`src/rtl/instruction_align.sv`:
```
// Fetch-to-decode aligner: buffers 16-bit fetch words in a small FIFO and presents
// complete 16-bit or prefixed 32-bit instructions to decode over valid/ready.
module instruction_align #(
    parameter int DEPTH = 4
) (
    input  logic        clock,
    input  logic        reset,
    input  logic [15:0] fetch_word,
    input  logic [19:0] fetch_pc,
    input  logic        fetch_valid,
    output logic        fetch_stall,
    input  logic        flush,
    output logic [31:0] instr,
    output logic        instr_long,
    output logic [19:0] instr_pc,
    output logic        instr_valid,
    input  logic        decode_ready,
    output logic        overflow
);

    localparam int AW = $clog2(DEPTH);
    localparam int CW = AW + 1;
    localparam logic [AW-1:0] PTR_ONE = AW'(1);

    typedef enum logic [1:0] {
        EMPTY  = 2'd0,
        SHORT  = 2'd1,
        PREFIX = 2'd2,
        LONG   = 2'd3
    } head_state_t;

    logic [15:0]   word_mem_r [DEPTH];
    logic [19:0]   pc_mem_r   [DEPTH];
    logic [AW-1:0] wr_ptr_r;
    logic [AW-1:0] rd_ptr_r;
    logic [CW-1:0] count_r;

    head_state_t   head_state_s;
    logic [15:0]   head_word_s;
    logic [19:0]   head_pc_s;
    logic [15:0]   next_word_s;
    logic          push_s;
    logic          load_s;
    logic [CW-1:0] pops_s;

    assign fetch_stall = (count_r == CW'(DEPTH));

    // Head-of-FIFO view and classification of what the head word starts
    always_comb begin
        head_word_s = word_mem_r[rd_ptr_r];
        head_pc_s   = pc_mem_r[rd_ptr_r];
        next_word_s = word_mem_r[rd_ptr_r + PTR_ONE];
        if (count_r == {CW{1'b0}}) begin
            head_state_s = EMPTY;
        end else if (!head_word_s[15]) begin
            head_state_s = SHORT;
        end else if (count_r == CW'(1)) begin
            head_state_s = PREFIX;
        end else begin
            head_state_s = LONG;
        end
    end

    // Push/load decisions; the output register refills whenever it is empty or being drained
    always_comb begin
        push_s = fetch_valid && !fetch_stall && !flush;
        load_s = 1'b0;
        pops_s = {CW{1'b0}};
        case (head_state_s)
            SHORT: begin
                if ((!instr_valid || decode_ready) && !flush) begin
                    load_s = 1'b1;
                    pops_s = CW'(1);
                end else begin
                    load_s = 1'b0;
                end
            end
            LONG: begin
                if ((!instr_valid || decode_ready) && !flush) begin
                    load_s = 1'b1;
                    pops_s = CW'(2);
                end else begin
                    load_s = 1'b0;
                end
            end
            default: begin
                load_s = 1'b0;
                pops_s = {CW{1'b0}};
            end
        endcase
    end

    // Word storage; contents are only meaningful between the pointers, so no reset
    always_ff @(posedge clock) begin
        if (push_s) begin
            word_mem_r[wr_ptr_r] <= fetch_word;
            pc_mem_r[wr_ptr_r]   <= fetch_pc;
        end
    end

    // FIFO pointers and occupancy
    always_ff @(posedge clock or posedge reset) begin
        if (reset) begin
            wr_ptr_r <= {AW{1'b0}};
            rd_ptr_r <= {AW{1'b0}};
            count_r  <= {CW{1'b0}};
        end else if (flush) begin
            wr_ptr_r <= {AW{1'b0}};
            rd_ptr_r <= {AW{1'b0}};
            count_r  <= {CW{1'b0}};
        end else begin
            if (push_s) begin
                wr_ptr_r <= wr_ptr_r + PTR_ONE;
            end
            rd_ptr_r <= rd_ptr_r + pops_s[AW-1:0];
            count_r  <= count_r + {{(CW-1){1'b0}}, push_s} - pops_s;
        end
    end

    // Output register presented to decode; holds while valid and not accepted
    always_ff @(posedge clock or posedge reset) begin
        if (reset) begin
            instr       <= 32'h0000_0000;
            instr_long  <= 1'b0;
            instr_pc    <= 20'h00000;
            instr_valid <= 1'b0;
        end else if (flush) begin
            instr_valid <= 1'b0;
        end else if (load_s) begin
            instr_valid <= 1'b1;
            instr_pc    <= head_pc_s;
            instr_long  <= (head_state_s == LONG);
            instr       <= (head_state_s == LONG) ? {head_word_s, next_word_s}
                                                  : {16'h0000, head_word_s};
        end else if (decode_ready) begin
            instr_valid <= 1'b0;
        end
    end

    // Sticky overflow: a word offered while full is lost; flush does not clear it
    always_ff @(posedge clock or posedge reset) begin
        if (reset) begin
            overflow <= 1'b0;
        end else if (fetch_valid && fetch_stall) begin
            overflow <= 1'b1;
        end
    end

endmodule

```
`config.mk`:
```
export PLATFORM = sky130hd
export DESIGN_NAME = instruction_align
export DESIGN_NICKNAME = d
export VERILOG_FILES = /design/src/rtl/instruction_align.sv
export SDC_FILE = /design/constraint.sdc
export NUM_CORES = 1
export LEC_CHECK = 0
export ABC_AREA = 1
export BUFFER_PORTS_ARGS = -buffer_cell sky130_fd_sc_hd__buf_2
export CORE_MARGIN = 8
export CORE_UTILIZATION = 29
export CTS_BUF_LIST = sky130_fd_sc_hd__clkbuf_4
export DETAILED_ROUTE_END_ITERATION = 6
export PLACE_DENSITY = 0.46
export SYNTH_ARGS = -nofsm -noshare
export SYNTH_HDL_FRONTEND = slang
export SYNTH_SLANG_ARGS = --single-unit
```
`constraint.sdc`:
```
create_clock -name clock -period 3.4 [get_ports clock]
set_input_delay 0 -clock clock [delete_from_list [all_inputs] [get_ports clock]]
set_output_delay 0 -clock clock [all_outputs]
set_load 0.02 [all_outputs]
```
==> impl_metrics.tcl, run 1 <==
set metrics [dict create \
    status "complete, no violations" \
    clockBufferDepth 3 \
    crit_path_cell_trace "inv_4 > nand2_1 > nand3_2 > nand3_2 > nand2_1 > nand2_2 > a21oi_1 > ha_1 > inv_1 > ha_1 > inv_1 > fa_1 > xor2_1 > nor2_1" \
    ios 97 \
    final_layout_size_suffix_gt1_frac 0.2027 \
    worstSkewPairLatency_ns 0.67 \
    cts_hold_buf 41 \
    p_seq_frac 0.366 \
    cts.clk_slew.worst_paths_ns 0.07 \
    critical_path.max_stage_delay_ns 0.44 \
    clock-sinks 206 \
    drtAntennaViolNets 0 \
    vias 6611 \
    nets 1100 \
    finClkSkew_ns 0.03733 \
    max_freq_mhz 380.1 \
    p_clk_frac 0.236 \
    end_kind "register" \
    clock-root-buffer "clkbuf_4" \
    cp_slowest_cell "dfrtp_2" \
    grt-busiest-layer "met2" \
    num-fill-cells 3153 \
    drtPass1Iterations 5 \
    wl_per_cell_um 16.08 \
    synth_nets 939 \
    power.internal_uw 5360 \
    syn_inst 889 \
    rsz0062_at_grt "false" \
    p_per_area_mw_per_mm2 834.3 \
    cp_top_family "adder cells" \
    timing.rr.end "count_r[2]$_DFF_PP0_" \
    maxCapViolations 0 \
    syn2layout_area_growth_pct 21.93 \
    fin_crit_ns 2.631 \
    grt_max_degree 98 \
    hold_end "word_mem_r[2][7]$_DFFE_PP_" \
    die_area_mm2 0.03700 \
    antenna_found_initial 2 \
    drc_errors 0 \
    worstPathMaxFanout 38 \
    total_power_uw 9174 \
    reg2reg_from "rd_ptr_r[0]$_DFF_PP0_" \
    swShare 0.4158 \
    cp_data_required_time_ns 3.93 \
    grt_use_met1 0.1720 \
    hold_viol_final 0 \
    ir_drop_mv 0.2999 \
    vias_per_cell 4.431 \
    ys_types 26 \
    reg2regPathDepth 14 \
    holdPathStages 2 \
    relSlewSlack 0.3929 \
    ys_seq_elements 206 \
    netlist_area_mm2 0.009019 \
    cts_tree "yes" \
    chipWidth_um 192.4 \
    r2r_setup_slack_ns 0.77 \
    grt_overflow 0 \
    switchingPower_uw 3815 \
    ys_warn_count 0 \
    worst_ep_arrival_time_ns 3.16 \
    core_area_mm2 0.03059 \
    fin_crit_sh 0.7738 \
    min_from "fetch_word[7]" \
    rows 64 \
    comb_power_share 0.398 \
    grt_pass1_wl_mm 37.46 \
    grt_pass1_vias 6596 \
    drt_iter0_drc 384 \
    avgSynthCellArea_um2 10.14 \
    io_buffers 96 \
    initial_core_util 0.2948 \
    slew_viol_final 0 \
    grt_use_met3 0.03343 \
    place_congestion 0.7747 \
    power_leakage_uw 0.005147 \
    startpoint_type "register" \
    die_y_um 192.4 \
    synth_seq_area_share 0.6515 \
    wl_mm 23.99 \
    tns_ns 0 \
    cts_max_level 2 \
    cts_buffers 55 \
    setup_viol 0 \
    path_class "register to register" \
    cts_resized 0 \
    met2_usage 0.2079 \
    hp-class "input port to register" \
    path_buf_inv 3 \
    cts_setup_buffers 0 \
    hpwl_mm 14.50 \
    tightest_slew_ns 0.9107 \
    track_usage 0.1305 \
]
how the worst max path moves through the flow:
stage | startpoint | end | slack [ns] | cells after the start
2_1_floorplan | count_r[0]$_DFF_PP0_ | pc_mem_r[0][0]$_DFFE_PP_ | 0.71 | 4
3_3_place_gp | rd_ptr_r[0]$_DFF_PP0_ | count_r[2]$_DFF_PP0_ | 0.82 | 14
3_5_place_dp | rd_ptr_r[0]$_DFF_PP0_ | count_r[2]$_DFF_PP0_ | 0.78 | 14
4_1_cts | rd_ptr_r[0]$_DFF_PP0_ | count_r[2]$_DFF_PP0_ | 0.75 | 14
5_1_grt | rd_ptr_r[0]$_DFF_PP0_ | count_r[2]$_DFF_PP0_ | 0.52 | 14
6_report | rd_ptr_r[0]$_DFF_PP0_ | count_r[2]$_DFF_PP0_ | 0.77 | 14
stage by stage:
step	instance area, um^2	utilization	std cells	setup WS [ns]	hold slack (ns)
floorplan	9019	-	889	0.7142	0.09887
global placement	9869	0.3226	1348	0.8193	0.1427
detailed placement	9869	0.3226	1348	0.7802	0.1269
CTS	10990	0.3594	1491	0.7548	0.006450
global route	11000	0.3595	1492	0.5193	0.01596
finish	11000	0.3595	1492	0.7691	0.08086
synth_stat cells:
cell	n	area share
inv_1	56	0.023
a21o_1	1	0.00083
inv_2	2	0.00083
a21oi_4	1	0.0018
a22oi_1	20	0.017
dfrtp_1	62	0.17
buf_4	10	0.0083
nor2_4	1	0.0012
ha_1	8	0.011
xor2_1	2	0.0019
o211ai_1	31	0.026
o21ai_0	2	0.0011
nand3_2	3	0.0033
nor2_1	14	0.0058
nand3_1	21	0.012
a21oi_1	42	0.023
edfxtp_1	144	0.48
nand2_2	6	0.0042
buf_6	5	0.0062
buf_2	24	0.013
nand4_1	16	0.011
inv_4	1	0.00069
nand2_1	405	0.17
fa_1	1	0.0022
clkbuf_1	10	0.0042
xnor2_1	1	0.00097
logic make-up (layout without fill, tap and decap cells):
group | after synthesis | after routing | share of synthesized area
adders and majority gates | 9 | 9 | 0.01332
DFF | 206 | 206 | 0.6515
xor gates and xnor gates | 3 | 3 | 0.002914
AOI/OAI and AO/OA | 97 | 97 | 0.06951
buffers and inverters | 108 | 314 | 0.05688
and+or+nand+nor | 466 | 466 | 0.2059
other | 0 | 1 | 0
worst reg2reg max path, cell delays in order (launching register included):
cell	delay, ns
dfrtp_2	0.44
inv_4	0.31
nand2_1	0.12
nand3_2	0.10
nand3_2	0.11
nand2_1	0.12
nand2_2	0.06
a21oi_1	0.19
ha_1	0.26
inv_1	0.05
ha_1	0.13
inv_1	0.05
fa_1	0.37
xor2_1	0.16
nor2_1	0.05
state kept, by name (all words and copies together) (netlist names):
register	cells
count_r	3
instr	32
instr_long	1
instr_pc	20
instr_valid	1
overflow	1
pc_mem_r	80
rd_ptr_r	2
word_mem_r	64
wr_ptr_r	2
power by group through the flow:
stage	sequential, uW	combinational, uW	clock [uW]
global route	3400	4150	2380
floorplan	3730	2250	0
finish	3360	3650	2170
detailed placement	3420	3660	0
CTS	3370	3710	2250
global placement	3410	3650	0
routing by layer:
metal | vias to the layer above | routed length [um] | share of wire
met5 | - | 8 | 0.00033
li1 | 3329 | - | -
met1 | 3096 | 11190 | 0.47
met3 | 33 | 1361 | 0.057
met4 | 2 | 432 | 0.018
met2 | 151 | 11000 | 0.46
cell usage in the layout, fill, tap and decap left out, drive strengths merged, types with 15 or more instances in the layout:
cell	n
dfrtp	62
inv	62
o211ai	31
nand4	16
nand2	411
dlygate4sd3	41
buf	112
nand3	24
a21oi	43
a22oi	20
clkinv	21
clkbuf	77
edfxtp	144
nor2	15
cell type report:
class	instances	area (um^2)	area share
Clock inverter	25	136.4	0.01240
Sequential cell	206	5877	0.5344
Antenna cell	1	2.502	0.0002276
Clock buffer	77	578.1	0.05257
Tap cell	396	495.5	0.04506
Multi-Input combinational cell	575	2660	0.2419
Inverter	59	224.0	0.02037
Timing Repair Buffer	153	1023	0.09307
Note: power is estimated with default switching activity, not from simulation.
==> inputs of run 2 (changes only) <==
ABC_AREA = 0   (was 1)
PLACE_DENSITY = 0.48   (was 0.46)
clock period = 2.2 ns   (was 3.4 ns; I/O delays follow)
==> run 2 against run 1 <==
  * The flow now finishes with violations (setup timing)
  * Critical path depth fell by 4
  * Sequential power rose by 56%
  * Power rose by 44%
  * Design area fell by 2.3%
  * Highest routed layer is now met4
==> impl_metrics.tcl, run 2 <==
set metrics [dict create \
    status "finished with violations" \
    violations "setup timing" \
    fin_ws_ns -0.2225 \
    worstSkewPairLatency_ns 0.66 \
    cp_slowest_cell "mux4_2" \
    timing.rr.end "count_r[2]$_DFF_PP0_" \
    reg2reg_from "rd_ptr_r[0]$_DFF_PP0_" \
    synth_edf_count 144 \
    wl_mm 19.47 \
    critical_path.max_stage_delay_ns 0.54 \
    clock-root-buffer "clkbuf_4" \
    yosys-top-cells-area "edfxtp_1 (52%), dfrtp_1 (19%), mux4_2 (14%)" \
    largest_register_ffs 80 \
    reg2regPathDepth 10 \
    clockBufferDepth 3 \
    holdPathStages 2 \
    path_class "register to register" \
    clock-sinks 206 \
    post-place-ws_ns -0.4544 \
    rsz0062_at_grt "true" \
    holdWs_ns 0.09611 \
    ys_seq_elements 206 \
    die_area_mm2 0.03430 \
    startpoint_type "register" \
    ir_drop_mv 0.5070 \
    netlist_area_mm2 0.008303 \
    grt_pass1_vias 5423 \
    fin_crit_ns 2.423 \
    ios 97 \
    total_power_uw 13210 \
    r2r_setup_slack_ns -0.22 \
    synth_top_area_share 0.5208 \
    synth.largest_area_cell "edfxtp_1" \
    cts.clk_slew.worst_paths_ns 0.07 \
    async_flop_share 0.3010 \
    final_layout_size_suffix_gt1_frac 0.4658 \
    synth_nets 475 \
    cts_max_level 2 \
    tightest_slew_ns 0.8042 \
    grt_overflow 0 \
    final_area_mm2 0.01074 \
    die_y_um 185.2 \
    maxCapViolations 0 \
    cts_tree "yes" \
    mostFrequentLayoutCell "edfxtp_1" \
    cp_data_required_time_ns 2.75 \
    power_leakage_uw 0.004098 \
    io_buffers 96 \
    largestRegisters "pc_mem_r: 80 flops, word_mem_r: 64 flops, instr: 32 flops" \
    p_per_area_mw_per_mm2 1230 \
    place_area_mm2 0.009469 \
    chipWidth_um 185.2 \
    ys_warn_count 0 \
    end_kind "register" \
    fin_crit_sh 1.101 \
    final_cell_mix "edfxtp_1 (144), buf_2 (96), clkbuf_4 (84), dfrtp_1 (60), mux4_2 (51)" \
    hpwl_mm 11.90 \
    synth_common_cells "edfxtp_1 (144), dfrtp_1 (62), mux4_2 (51), mux2_2 (18)" \
    antenna_found_initial 2 \
    nets 679 \
    grt_max_degree 56 \
    slew_viol_final 0 \
    wl_per_cell_um 18.40 \
    place_congestion 0.6685 \
    syn_inst 425 \
    rows 62 \
    drc_errors 0 \
    hold_end "word_mem_r[3][7]$_DFFE_PP_" \
    vias_per_cell 4.499 \
    worstPathMaxFanout 2 \
    finClkSkew_ns 0.05935 \
    max_freq_mhz 412.8 \
    crit_path_cell_trace "mux4_2 > nor3b_2 > ha_1 > inv_1 > ha_1 > inv_1 > fa_2 > xor2_2 > xnor2_1 > nor2_1" \
    hold_viol_final 0 \
    core_area_mm2 0.02847 \
    min_from "fetch_word[7]" \
    drt_iter0_drc 202 \
    top_register "pc_mem_r" \
    worst_ep_arrival_time_ns 2.97 \
    num-fill-cells 2724 \
    hp-class "input port to register" \
    relSlewSlack 0.4639 \
    ys_types 35 \
    cts_buffers 52 \
    avgSynthCellArea_um2 19.54 \
    initial_core_util 0.2916 \
    vias 4760 \
    setup_viol 3 \
    drtPass1Iterations 4 \
    synth_seq_area_share 0.7077 \
    grt_pass1_wl_mm 30.15 \
    track_usage 0.1149 \
    drtAntennaViolNets 0 \
    yosys_most_used_dff "edfxtp_1" \
    yosysMostFrequentCell "edfxtp_1" \
    syn2layout_area_growth_pct 29.36 \
]
==> run 2: worst max-delay path, delay by kind of cell, from the launching register on <==
| family | cells | cell delay [ns] |
|---|---|---|
| XOR/XNOR | 2 | 0.29 |
| multiplexers | 1 | 0.54 |
| adder cells (fa/ha/maj) | 3 | 0.73 |
| buffers and inverters | 2 | 0.10 |
| AND/OR/NAND/NOR | 2 | 0.27 |
| flip-flops | 1 | 0.42 |
==> run 2: kinds of logic after synthesis <==
group | count (synthesis) | synth area share
and+or+nand+nor | 22 | 0.01582
muxes | 89 | 0.1887
AOI/OAI and AO/OA | 58 | 0.04792
xor gates and xnor gates | 5 | 0.005274
adders and majority gates | 9 | 0.01447
DFF | 206 | 0.7077
buffers and inverters | 36 | 0.02019
==> run 2: final cells by class <==
class,count,area (um^2),share of cell area
antenna,2,5.005,0.0004660
clock buffer,84,630.6,0.05871
clock inverter,13,81.33,0.007572
inverter,9,35.03,0.003262
multi-input combinational,183,2335,0.2174
sequential,206,5881,0.5475
tap,384,480.5,0.04473
timing repair buffer,177,1292,0.1203
==> run 2: timing repair <==
item,4_1_cts,5_1_grt
hold buffers,45,0
pin swaps,6,1
endpoints found under the setup margin,52,55
hold endpoints to repair,215,0
gates resized for setup,3,11
setup buffers,5,0
==> run 2: metal layers <==
| metal | share of wire | vias to the layer above | GRT usage |
|---|---|---|---|
| li1 | - | 2158 | - |
| met1 | 0.43 | 2457 | 0.1386 |
| met2 | 0.49 | 120 | 0.1933 |
| met3 | 0.057 | 25 | 0.03452 |
| met4 | 0.017 | 0 | 0.03969 |
| met5 | 0 | - | 0 |
==> run 2: how the worst max path moves through the flow <==
stage / slack [ns] / start / cells after the start / end
detailed placement: -0.45 / rd_ptr_r[0]$_DFF_PP0_ / 10 / count_r[2]$_DFF_PP0_
global route: -0.31 / rd_ptr_r[0]$_DFF_PP0_ / 10 / count_r[2]$_DFF_PP0_
CTS: -0.21 / rd_ptr_r[0]$_DFF_PP0_ / 10 / count_r[2]$_DFF_PP0_
floorplan: -0.50 / rd_ptr_r[0]$_DFF_PP0_ / 11 / count_r[2]$_DFF_PP0_
finish: -0.22 / rd_ptr_r[0]$_DFF_PP0_ / 10 / count_r[2]$_DFF_PP0_
global placement: -0.39 / rd_ptr_r[0]$_DFF_PP0_ / 10 / count_r[2]$_DFF_PP0_
==> run 2: stage by stage <==
| step | setup TNS (ns) | util | std cells |
|---|---|---|---|
| 4_1_cts | -5.287 | 0.3752 | 1056 |
| 5_1_grt | -0.5919 | 0.3773 | 1058 |
| 2_1_floorplan | -0.8466 | - | 425 |
| 6_report | -0.3570 | 0.3773 | 1058 |
| 3_5_place_dp | -6.566 | 0.3326 | 909 |
| 3_3_place_gp | -5.742 | 0.3326 | 909 |
==> run 2: where the power goes <==
| group | internal, uW | switching [uW] | total (uW) |
|---|---|---|---|
| registers | 4870 | 351 | 5230 |
| logic | 2130 | 2530 | 4660 |
| clock network | 1840 | 1480 | 3320 |
| total | 8850 | 4360 | 13200 |
==> inputs of run 3 (changes only) <==
GPL_TIMING_DRIVEN = 0   (was unset)
==> run 3 against run 2 <==
  * The run still ends with setup timing left
  * Combinational power grew 4%
  * Worst setup slack lost 0.16 ns
  * Clock-buffer cell count grew 1
  * Critical endpoint unchanged
  * Die area is the same
  * Maximum frequency shrank 6.4%
  * Largest power group unchanged
  * Non-clock buffer count shrank 2
  * Sequential cell count is the same
  * Wire length grew 5.4%
  * First-iteration DRC count shrank 11%
  * Critical path type unchanged
  * Critical path depth grew 3
  * Global-route usage grew 0.67 points
  * Clock skew shrank 0.036 ns
==> impl_metrics.tcl, run 3 (synthesized netlist as in run 2, its figures left out) <==
set metrics [dict create \
    placed_cells 906 \
    p_seq_frac 0.394 \
    hpwl_mm 12.84 \
    grt_use_met3 0.03570 \
    worst_ep_arrival_time_ns 3.09 \
    cp_slowest_cell "dfrtp_1" \
    power.internal_uw 8844 \
    maxCapViolations 0 \
    multi_input_area_mm2 0.002337 \
    p_clk_frac 0.246 \
    ios 97 \
    die_y_um 185.2 \
    grt_use_met1 0.1486 \
    cts_max_level 2 \
    tns_ns -9.107 \
    fin_crit_ns 2.588 \
    grt-busiest-layer "met2" \
    ir_drop_mv 0.3697 \
    nets 678 \
    end_kind "register" \
    clock-root-buffer "clkbuf_4" \
    grt_pass1_vias 5424 \
    fin_ws_ns -0.3875 \
    syn2layout_area_growth_pct 28.36 \
    wl_mm 20.52 \
    hp-class "input port to register" \
    vias 4808 \
    core_area_mm2 0.02847 \
    startpoint_type "register" \
    power_leakage_uw 0.004065 \
    worstPathMaxFanout 10 \
    io_buffers 96 \
    tightest_slew_ns 1.147 \
    p_per_area_mw_per_mm2 1260 \
    swShare 0.3416 \
    comb_power_share 0.360 \
    final_core_util 0.3744 \
    wl_per_cell_um 19.38 \
    final_cells 1059 \
    drtAntennaViolNets 0 \
    track_usage 0.1216 \
    die_area_mm2 0.03430 \
    cts.clk_slew.worst_paths_ns 0.07 \
    cts_buffers 53 \
    place_congestion 0.6885 \
    status "finished with violations" \
    clockBufferDepth 3 \
    grt_overflow 0 \
    drt_iter0_drc 180 \
    grt_pass1_wl_mm 31.42 \
    seq_area_mm2 0.005878 \
    switchingPower_uw 4589 \
    slew_viol_final 0 \
    relSlewSlack 0.2354 \
    chipWidth_um 185.2 \
    final_layout_size_suffix_gt1_frac 0.4621 \
    hold_viol_final 0 \
    vias_per_cell 4.540 \
    cp_data_required_time_ns 2.71 \
    num-fill-cells 2702 \
    largestRegisters "pc_mem_r: 80 flops, word_mem_r: 64 flops, instr: 32 flops" \
    rows 62 \
    largest_register_ffs 80 \
    drc_errors 0 \
    violations "setup timing" \
    worstSkewPairLatency_ns 0.66 \
    grt_max_degree 39 \
    max_freq_mhz 386.5 \
    crit_path_frequent_cell "ha_1" \
    initial_core_util 0.2916 \
    mostFrequentLayoutCell "edfxtp_1" \
    rsz0062_at_grt "true" \
    setup_viol 41 \
    antenna_found_initial 3 \
    top_register "pc_mem_r" \
    drtPass1Iterations 4 \
    fin_crit_sh 1.176 \
    met2_usage 0.2027 \
    holdWs_ns 0.09840 \
    final_cell_mix "edfxtp_1 (144), buf_2 (97), clkbuf_4 (87), dfrtp_1 (60), mux4_2 (51)" \
    critical_path.max_stage_delay_ns 0.41 \
    cts_tree "yes" \
    path_class "register to register" \
    crit_path_cell_trace "nand2b_4 > nor2b_1 > buf_4 > clkbuf_8 > nor3b_4 > ha_1 > inv_1 > ha_1 > inv_2 > fa_2 > xor2_1 > xnor2_1 > nor2_1" \
    clock-sinks 206 \
    finClkSkew_ns 0.02352 \
]
## run 3: final timing paths
| kind | from | to | slack, ns | depth (start not counted) |
|---|---|---|---|---|
| worst max-delay path | instr_valid$_DFFE_PP0P_ | count_r[2]$_DFF_PP0_ | -0.39 | 13 |
| worst min-delay path | fetch_pc[13] | pc_mem_r[3][13]$_DFFE_PP_ | 0.1 | 2 |
| worst max register to register | instr_valid$_DFFE_PP0P_ | count_r[2]$_DFF_PP0_ | -0.39 | 13 |
| worst min register to register | overflow$_DFFE_PP0P_ | overflow$_DFFE_PP0P_ | 0.45 | 1 |
| max in group asynchronous | reset | count_r[1]$_DFF_PP0_ | 1.14 | 5 |
| min in group asynchronous | reset | wr_ptr_r[0]$_DFFE_PP0P_ | 0.49 | 4 |
## run 3: layout make-up
type,count,area share
tap,384,0.04508
clock inverter,15,0.005987
antenna,2,0.0004696
timing repair buffer,150,0.09462
inverter,9,0.003405
clock buffer,85,0.05987
multi-input combinational,183,0.2193
buffer,25,0.01972
sequential,206,0.5515
## run 3: stage by stage
step	total power, uW	instance area (um^2)	setup slack [ns]
2_1_floorplan	8366	8343	-0.4960
3_3_place_gp	9822	9304	-0.9242
3_5_place_dp	9902	9326	-0.9348
4_1_cts	13520	10580	-0.3846
5_1_grt	14280	10660	-0.5194
6_report	13430	10660	-0.3875
## run 3: power by group through the flow
| stage | clock network, uW | registers, uW | logic [uW] |
|---|---|---|---|
| global placement | 0 | 5320 | 4510 |
| CTS | 3430 | 5290 | 4800 |
| detailed placement | 0 | 5340 | 4560 |
| global route | 3650 | 5380 | 5240 |
| finish | 3310 | 5290 | 4840 |
| floorplan | 0 | 5840 | 2530 |
## run 3: timing repair
| item | 4_1_cts | 5_1_grt |
|---|---|---|
| endpoints found under the hold margin | 224 | 0 |
| resized for setup | 20 | 35 |
| endpoints found under the setup margin | 194 | 199 |
| hold buffers | 41 | 0 |
| buffers inserted | 10 | 3 |
| pin swaps | 7 | 7 |
## run 3: layer usage
layer,up-vias,routed length (um)
li1,2155,-
met1,2473,8723
met2,137,10040
met3,41,1319
met4,2,423
met5,-,13
## run 3: worst max-delay path, delay by kind of cell (launching register included)
family        cells  cell delay [ns]
flops             1             0.41
xor+xnor          2             0.33
fa+ha+maj         3             0.77
simple gates      4             0.49
buf+inv           4             0.44
